--- src/rtl/imem_loader.sv ---
// Framed byte-stream loader for the 256-word instruction memory.
// Assembles big-endian words, checks an XOR checksum, then releases the core.
//
// state   | meaning
// --------+---------------------------------------------------------
// S_IDLE  | after reset, core held in reset, waiting for load_req
// S_COUNT | waiting for the word-count byte (0 encodes 256)
// S_DATA  | shifting data bytes into words and writing them
// S_CHECK | waiting for the checksum byte
// S_RUN   | load good, core released
// S_ERR   | load aborted (checksum or timeout), core held in reset
module imem_loader #(
   parameter int TIMEOUT = 1000000
) (
   input  logic        clk,
   input  logic        rstd,
   input  logic        load_req,
   input  logic [7:0]  in_data,
   input  logic        in_valid,
   output logic        in_ready,
   output logic        im_we,
   output logic [7:0]  im_addr,
   output logic [31:0] im_wdata,
   output logic        cpu_rstd,
   output logic        busy,
   output logic        done,
   output logic        error,
   output logic [1:0]  err_code,
   output logic [8:0]  words_loaded
);

   typedef enum logic [2:0] {
      S_IDLE, S_COUNT, S_DATA, S_CHECK, S_RUN, S_ERR
   } state_t;

   localparam logic [19:0] TMR_LOAD = 20'(TIMEOUT - 1);

   state_t      state, state_nx;
   logic [1:0]  err_nx;
   logic        accept, last_word, tmr_tc, loading_nx;
   logic [19:0] tmr;
   logic [8:0]  word_cnt;
   logic [7:0]  word_idx;
   logic [7:0]  chk;
   logic [1:0]  lane;
   logic [23:0] word_sr;

   // in_ready is registered from the next state, so it equals "state is loading"
   assign accept     = in_valid & in_ready;
   assign last_word  = (words_loaded + 9'd1) == word_cnt;
   assign tmr_tc     = (tmr == 20'd0);
   assign loading_nx = (state_nx == S_COUNT) || (state_nx == S_DATA) || (state_nx == S_CHECK);

   always_ff @(posedge clk) begin
      if (rstd) state <= S_IDLE;
      else      state <= state_nx;
   end

   always_comb begin
      state_nx = state;
      err_nx   = err_code;
      case (state)
         S_IDLE, S_RUN, S_ERR: begin
            if (load_req) begin
               state_nx = S_COUNT;
               err_nx   = 2'b00;
            end
         end
         S_COUNT: begin
            if (accept) state_nx = S_DATA;
            else if (tmr_tc) begin
               state_nx = S_ERR;
               err_nx   = 2'b10;
            end
         end
         S_DATA: begin
            if (accept) begin
               if (lane == 2'd3 && last_word) state_nx = S_CHECK;
            end else if (tmr_tc) begin
               state_nx = S_ERR;
               err_nx   = 2'b10;
            end
         end
         S_CHECK: begin
            if (accept) begin
               if (in_data == chk) state_nx = S_RUN;
               else begin
                  state_nx = S_ERR;
                  err_nx   = 2'b01;
               end
            end else if (tmr_tc) begin
               state_nx = S_ERR;
               err_nx   = 2'b10;
            end
         end
         default: state_nx = S_IDLE;
      endcase
   end

   always_ff @(posedge clk) begin
      if (rstd) begin
         in_ready <= 1'b0;
         busy     <= 1'b0;
         cpu_rstd <= 1'b0;
         done     <= 1'b0;
         error    <= 1'b0;
         err_code <= 2'b00;
      end else begin
         in_ready <= loading_nx;
         busy     <= loading_nx;
         cpu_rstd <= (state_nx == S_RUN);
         done     <= (state_nx == S_RUN);
         error    <= (state_nx == S_ERR);
         err_code <= err_nx;
      end
   end

   // idle timer restarts on every accepted byte and on every state change
   always_ff @(posedge clk) begin
      if (rstd)                               tmr <= TMR_LOAD;
      else if (accept || state_nx != state)   tmr <= TMR_LOAD;
      else if (!tmr_tc)                       tmr <= tmr - 20'd1;
   end

   always_ff @(posedge clk) begin
      if (rstd) begin
         im_we        <= 1'b0;
         im_addr      <= 8'd0;
         im_wdata     <= 32'd0;
         words_loaded <= 9'd0;
         word_cnt     <= 9'd0;
         word_idx     <= 8'd0;
         chk          <= 8'd0;
         lane         <= 2'd0;
         word_sr      <= 24'd0;
      end else begin
         im_we <= 1'b0;
         if (accept && state == S_COUNT) begin
            word_cnt     <= (in_data == 8'd0) ? 9'd256 : {1'b0, in_data};
            word_idx     <= 8'd0;
            lane         <= 2'd0;
            chk          <= 8'd0;
            words_loaded <= 9'd0;
         end else if (accept && state == S_DATA) begin
            word_sr <= {word_sr[15:0], in_data};
            chk     <= chk ^ in_data;
            lane    <= lane + 2'd1;
            if (lane == 2'd3) begin
               im_we        <= 1'b1;
               im_wdata     <= {word_sr, in_data};
               im_addr      <= word_idx;
               word_idx     <= word_idx + 8'd1;
               words_loaded <= words_loaded + 9'd1;
            end
         end
      end
   end

endmodule

--- config.mk ---
export PLATFORM = sky130hd
export DESIGN_NAME = imem_loader
export DESIGN_NICKNAME = d
export VERILOG_FILES = /design/src/rtl/imem_loader.sv
export SDC_FILE = /design/constraint.sdc
export NUM_CORES = 1
export LEC_CHECK = 0
export BUFFER_PORTS_ARGS = -buffer_cell sky130_fd_sc_hd__buf_2
export CAP_MARGIN = 40
export CORE_UTILIZATION = 57
export DETAILED_ROUTE_END_ITERATION = 7
export PLACE_DENSITY = 0.79
export SLEW_MARGIN = 10
export SYNTH_ARGS = -nofsm -noshare
export SYNTH_HDL_FRONTEND = slang
export SYNTH_SLANG_ARGS = --single-unit
--- constraint.sdc ---
create_clock -name clk -period 2.7 [get_ports clk]
set_input_delay 0.81 -clock clk [delete_from_list [all_inputs] [get_ports clk]]
set_output_delay 0.81 -clock clk [all_outputs]
set_load 0.02 [all_outputs]
* Yosys cells after proc, flatten, opt, wreduce, memory -nomap -nowiden
Cells that the tools add are included.
Storage, ports and cells: latch bits 0, logic and storage cells 75, bits of input ports 12, ROM bits 0, bits in registers 129, output and inout port bits 57, memories 0, bits in writable memories 0
Operators by class: div/mod/pow operators 0, shift operators 0, add/sub/neg operators 4, multiplexer cells 16, $lt $le $gt $ge 0, reduce and logical (&&, ||, !) cells 19, $mul 0, equal/unequal tests 17, bitwise logic cells 4
Operator list (number):
- $logic_not A20 Y1 | 1
- $sub A20 B1 Y20 const B | 1
- $mux W3 | 6
- $eq A3 B2 Y1 const B | 4
- $eq A3 B3 Y1 const B | 4
- $pmux W3 S4 | 1
- $mux W2 | 5
- $add A9 B1 Y9 const B | 1
- $eq A9 B9 Y1 | 1
- $mux W9 | 1
- $add A8 B1 Y8 const B | 1
- $eq A8 B8 Y1 | 1
- $logic_not A8 Y1 | 1
- $xor A8 B8 Y8 | 1
- $eq A3 B1 Y1 const B | 2
- $pmux W2 S3 | 1
- $reduce_or A2 Y1 | 3
- $reduce_or A3 Y1 | 2
- $ne A2 B2 Y1 const B | 2
- $reduce_and A2 Y1 | 2
- $reduce_and A4 Y1 | 1
- $logic_and A1 B1 Y1 | 3
- $logic_not A3 Y1 | 1
- $logic_or A1 B1 Y1 | 3
- other kinds (9) | 11

* Logic depth before layout (Yosys ltp)
depth in word-level cells 9, depth in mapped cells 10, mapped depth without buffers 8

* Worst setup path after synthesis
No wires, ideal clock.
kind in2reg, start input in_data[4], end register tmr[10], library setup time 0.070 ns, required time 2.630 ns, cell stages on the path 6, data arrival time 2.183 ns, slack 0.448 ns, buffers on the path 0, cell sequence xor2_1 -> nor4_1 -> a31oi_1 -> o221a_2 -> or2_2 -> a21oi_1
On the way: word-level cells in the longest chain between the ends 7
RTL lines:
- start: declaration | line 18 | input logic [7:0] in_data,
- $eq A8 B8 Y1 | line 86 | if (in_data == chk) state_nx = S_RUN;
- $mux W1 | line 86
- $mux W3 | line 85 | if (accept) begin
- $pmux W3 S4 | line 62 | case (state)
- $ne A3 B3 Y1 | line 121 | else if (accept || state_nx != state) tmr <= TMR_LOAD;
- $logic_or A1 B1 Y1 | line 121
- $reduce_or A2 Y1 (no line)
- end signal: assignment | line 122 | else if (!tmr_tc) tmr <= tmr - 20'd1;
- end: declaration | line 41 | logic [19:0] tmr;
Every way passes these cells. A chain may end at the register's enable or synchronous reset.

* Worst setup path in the final report
start register tmr[0], end register tmr[5]
On the way: word-level cells in the longest chain between the ends 7, elaborated cells on any way between the ends 10, those cells by class 1 x add/sub; 1 x eq/ne; 5 x mux; 3 x reduce/logical
RTL lines:
- $logic_not A20 Y1 | line 51 | assign tmr_tc = (tmr == 20'd0);
- $mux W3 | line 71, 79, 91
- $mux W3 (on tied branches) | line 85, 70, 77
- $pmux W3 S4 | line 62
- $ne A3 B3 Y1 | line 121
- $logic_or A1 B1 Y1 | line 121
- $reduce_or A2 Y1 (no line)
Parallel ways exist; a longest one is shown, timed or not.

==> results.md <==
- Setup Skew: 9.503 ps
- Register area share after synthesis: about 48%
- Flops & latches, synth: about 130
- RSZ-0062 raised after global routing: no
- Sw Share: 21.77%
- Syn avg cell area: 8.327 um^2
- Worst Tran Pin Value: 771.1 ps
- Latest clock arrival within the worst-skew pair: 530 ps
- Die height: 99.37 um
- Critical R2R Capture: tmr[5]
- Fraction of the cycle the final worst path needs: 91.79%
- Max Used Layer: met4
- CP delay by family, top: simple AND/OR/NAND/NOR gates
- Port Buffers: 68
- H-tree Lvls: 4
- R2r setup slk: 220 ps
- Clk pwr share: 53.4%
- Core area: 9196 um^2
- Outcome: finished, final reports clean
- Clock buffer depth: 2
- Critical Path RT: 3130 ps
- Drt initial violations: 359
- Routed wire length per instance: 15.74 um
- Synthesis-to-layout area growth: 19.26%
- CP cell instances: inv_1 > ha_1 > or3b_2 > nor4_4 > and2_1 > buf_4 > or4_1 > xor2_1 > nand2_1
- Critical Path Start Type: register
- Achievable frequency: 0.4035 GHz
- Pins Over Slew Limit: 0
- Via count: approximately 4800
- Hold Path Sink: im_wdata[29]
- Starting density of the core: about three fifths
- Comb power frac: 3.3%
- Num CTS Buffers: 17
- Final setup violation count: 0
- Final nets: 726
- Top FF cell, synth: dfxtp_1
- Share of cells above drive strength 1: ~18%
- Crit path DAT: between 2000 and 3000 ps
- Relative slew margins: 48.59%
- M1 WL: 5742 um
- Cell accounting for the most synthesized area: dfxtp_1
- Met2 wire length: 6358 um
- Post-CTS sizing: 0
- Core Rows: 35
- Max FO, Critical Path: 10
- PwrDens: ~690 nW/um^2
- MaxCap Viol Count: 0
- CTS tree: done
- Fraction of registers with async set/reset: 0%
- Hold Crit Start: im_wdata[29]
- Die X-Extent: 99.37 um
- Sequential share of power: 43.2%
- GR Overflow Total: 0
- Postcts setup bufs: 0
- Final WL: about 13000 um
- Hold buffers post-CTS: 0
- Io pins: 69
- WP buf/inv: 2
- Post-synth EDFFs: 0
- First-pass GRT wire length: 21760 um
- Post-synthesis cell type count: 55
- Yosys warns: 0
- Worst Hold Path Cells: 2
- Crit Reg-Reg Startpoint: tmr[0]
- Clock sink count: between 100 and 150
- CP max stage cell: or3b_2
- Reg clk slew, reported paths: 60 ps
- CP endpoint kind: register
- Met3 WL: 837 um
- Final ANT Viol Nets: 0
- P_leak: 2.470 nW
- Peak supply drop: 0.5409 mV
- Final non-filler cell total: 832
- Routability cong.: 0.8451
- Synth Instances: between 600 and 700
- Net Count, Synth: 666
- Dpl cells: 801
- DR vias/cell: 5.728
- Largest net degree at the start of global routing: 77
- DP Wirelength: 8431 um
- Internal power: 3.483 mW
- Initial antenna violation count: 0
- Drt pass-1 iters: 7
- Tmin final: 2478 ps
- Number of global-route vias before repair: between 4000 and 5000
- Total track usage: 27.77%
- Mapped cell area: 5404 um^2
- Hold Crit Class: register to register
- Worst Path Class, Setup: register to register
- DR DRC count: 0
- Final Hold Fails: 0
- Die area: roughly 9900 um^2
- Top cell type's share of synthesized area: 47.79%
- FF-to-FF path depth: 9
- Root Driver: clkbuf_8
- Synth area leaders: dfxtp_1 (48%), nand2_1 (11%), a21oi_1 (6.9%)
- Setup_tns: 0 ps
- Max incr delay on CP: between 400 and 500 ps
- # diodes: 0
- P_sw: 969.1 uW
per-stage QoR:
step | power (mW) | utilization, % | worst slack (ps) | instance area (um^2) | hold WS (ps)
4_1_cts | 4.459 | 70.08 | 246.4 | 6445 | 454.4
3_3_place_gp | 2.106 | 63.43 | 111.5 | 5833 | 439.3
3_5_place_dp | 2.111 | 63.43 | 95.77 | 5833 | 446.1
5_1_grt | 4.553 | 70.08 | 44.11 | 6445 | 471.4
2_1_floorplan | 2.063 | - | 447.5 | 5404 | 432.1
6_report | 4.452 | 70.08 | 221.7 | 6445 | 451.1
sequential cells by signal, summed over array words and instances, names as in the netlist, 2 cells and up:
| register | count |
|---|---|
| chk | 8 |
| err_code | 2 |
| im_addr | 8 |
| im_wdata | 32 |
| lane | 2 |
| state | 3 |
| tmr | 20 |
| word_cnt | 9 |
| word_idx | 8 |
| word_sr | 24 |
| words_loaded | 9 |
cell type report:
type                    count  area [um^2]
fillers                   712         2751
multi-input cells         474         2630
flip-flops and latches    129         2582
repair buffers             80        455.4
clock buffers              18        427.9
clock inverters            13        183.9
well taps                 111        138.9
inverters                   7        26.28
layout by cell type (no fill, tap or decap), types with 3 or more instances in the layout:
master	count
nand2_1	159
dfxtp_1	129
a21oi_1	74
buf_2	68
nor2_1	53
xor2_1	32
xnor2_1	27
nand3_1	18
nor3_1	18
clkbuf_16	16
buf_4	10
mux2i_1	9
inv_1	7
o21ai_0	6
nand2b_1	5
nor4_1	5
ha_1	5
or2_2	4
or3_1	4
nand4_1	4
and2_1	4
bufinv_16	4
nand3b_1	3
o32a_1	3
and3_1	3
clkinvlp_4	3
clkinv_2	3
cell usage after synthesis (2+ instances only):
cell	n
a211oi_1	2
a21oi_1	74
and2_1	4
and3_1	3
buf_1	3
buf_4	3
buf_6	2
clkbuf_1	29
dfxtp_1	129
ha_1	5
inv_1	7
mux2i_1	9
nand2_1	159
nand2b_1	5
nand3_1	18
nand3b_1	3
nand4_1	4
nor2_1	53
nor2b_1	2
nor3_1	20
nor4_1	5
nor4b_1	2
o2111ai_1	2
o211ai_2	2
o21ai_0	6
o21ai_2	2
o21bai_1	2
o31ai_1	2
o32a_1	3
or2_2	4
or3_1	4
xnor2_1	27
xor2_1	32
worst reg2reg max path: stages, from the launching register on:
cell,delay [ps]
dfxtp_1,330
inv_1,120
ha_1,160
or3b_2,490
nor4_4,360
and2_1,340
buf_4,240
or4_1,140
xor2_1,140
nand2_1,60
kinds of logic (layout without fill, tap and decap cells):
| group | after synthesis | after routing | synth area share (%) |
|---|---|---|---|
| simple gates | 293 | 293 | 23.99 |
| flops | 129 | 129 | 47.79 |
| compound gates | 108 | 108 | 12.11 |
| xor+xnor | 59 | 59 | 9.562 |
| buf+inv | 46 | 118 | 3.727 |
| mux | 9 | 9 | 1.667 |
| fa+ha+maj | 5 | 5 | 1.158 |
how the worst max path moves through the flow:
stage | from | endpoint | slack [ps] | depth (start not counted)
after floorplan | in_data[4] | tmr[10] | 450 | 6
after global placement | in_data[4] | tmr[10] | 110 | 8
after detailed placement | in_data[4] | tmr[10] | 100 | 8
after CTS | tmr[0] | tmr[5] | 250 | 9
after global routing | tmr[0] | tmr[4] | 40 | 9
final | tmr[0] | tmr[5] | 220 | 9
power by group through the flow:
stage	combinational (mW)	clock [mW]	sequential (mW)
after CTS	0.147	2.39	1.92
after global placement	0.141	0	1.97
final	0.148	2.38	1.93
after floorplan	0.101	0	1.96
after global routing	0.160	2.47	1.93
after detailed placement	0.145	0	1.97
routing by layer:
| metal | global-route usage [%] | up-vias |
|---|---|---|
| met5 | 0 | - |
| met4 | 9.502 | 0 |
| met3 | 6.746 | 17 |
| met2 | 45.83 | 154 |
| met1 | 35.65 | 2302 |
| li1 | - | 2293 |
Note: power is estimated with default switching activity, not from simulation.
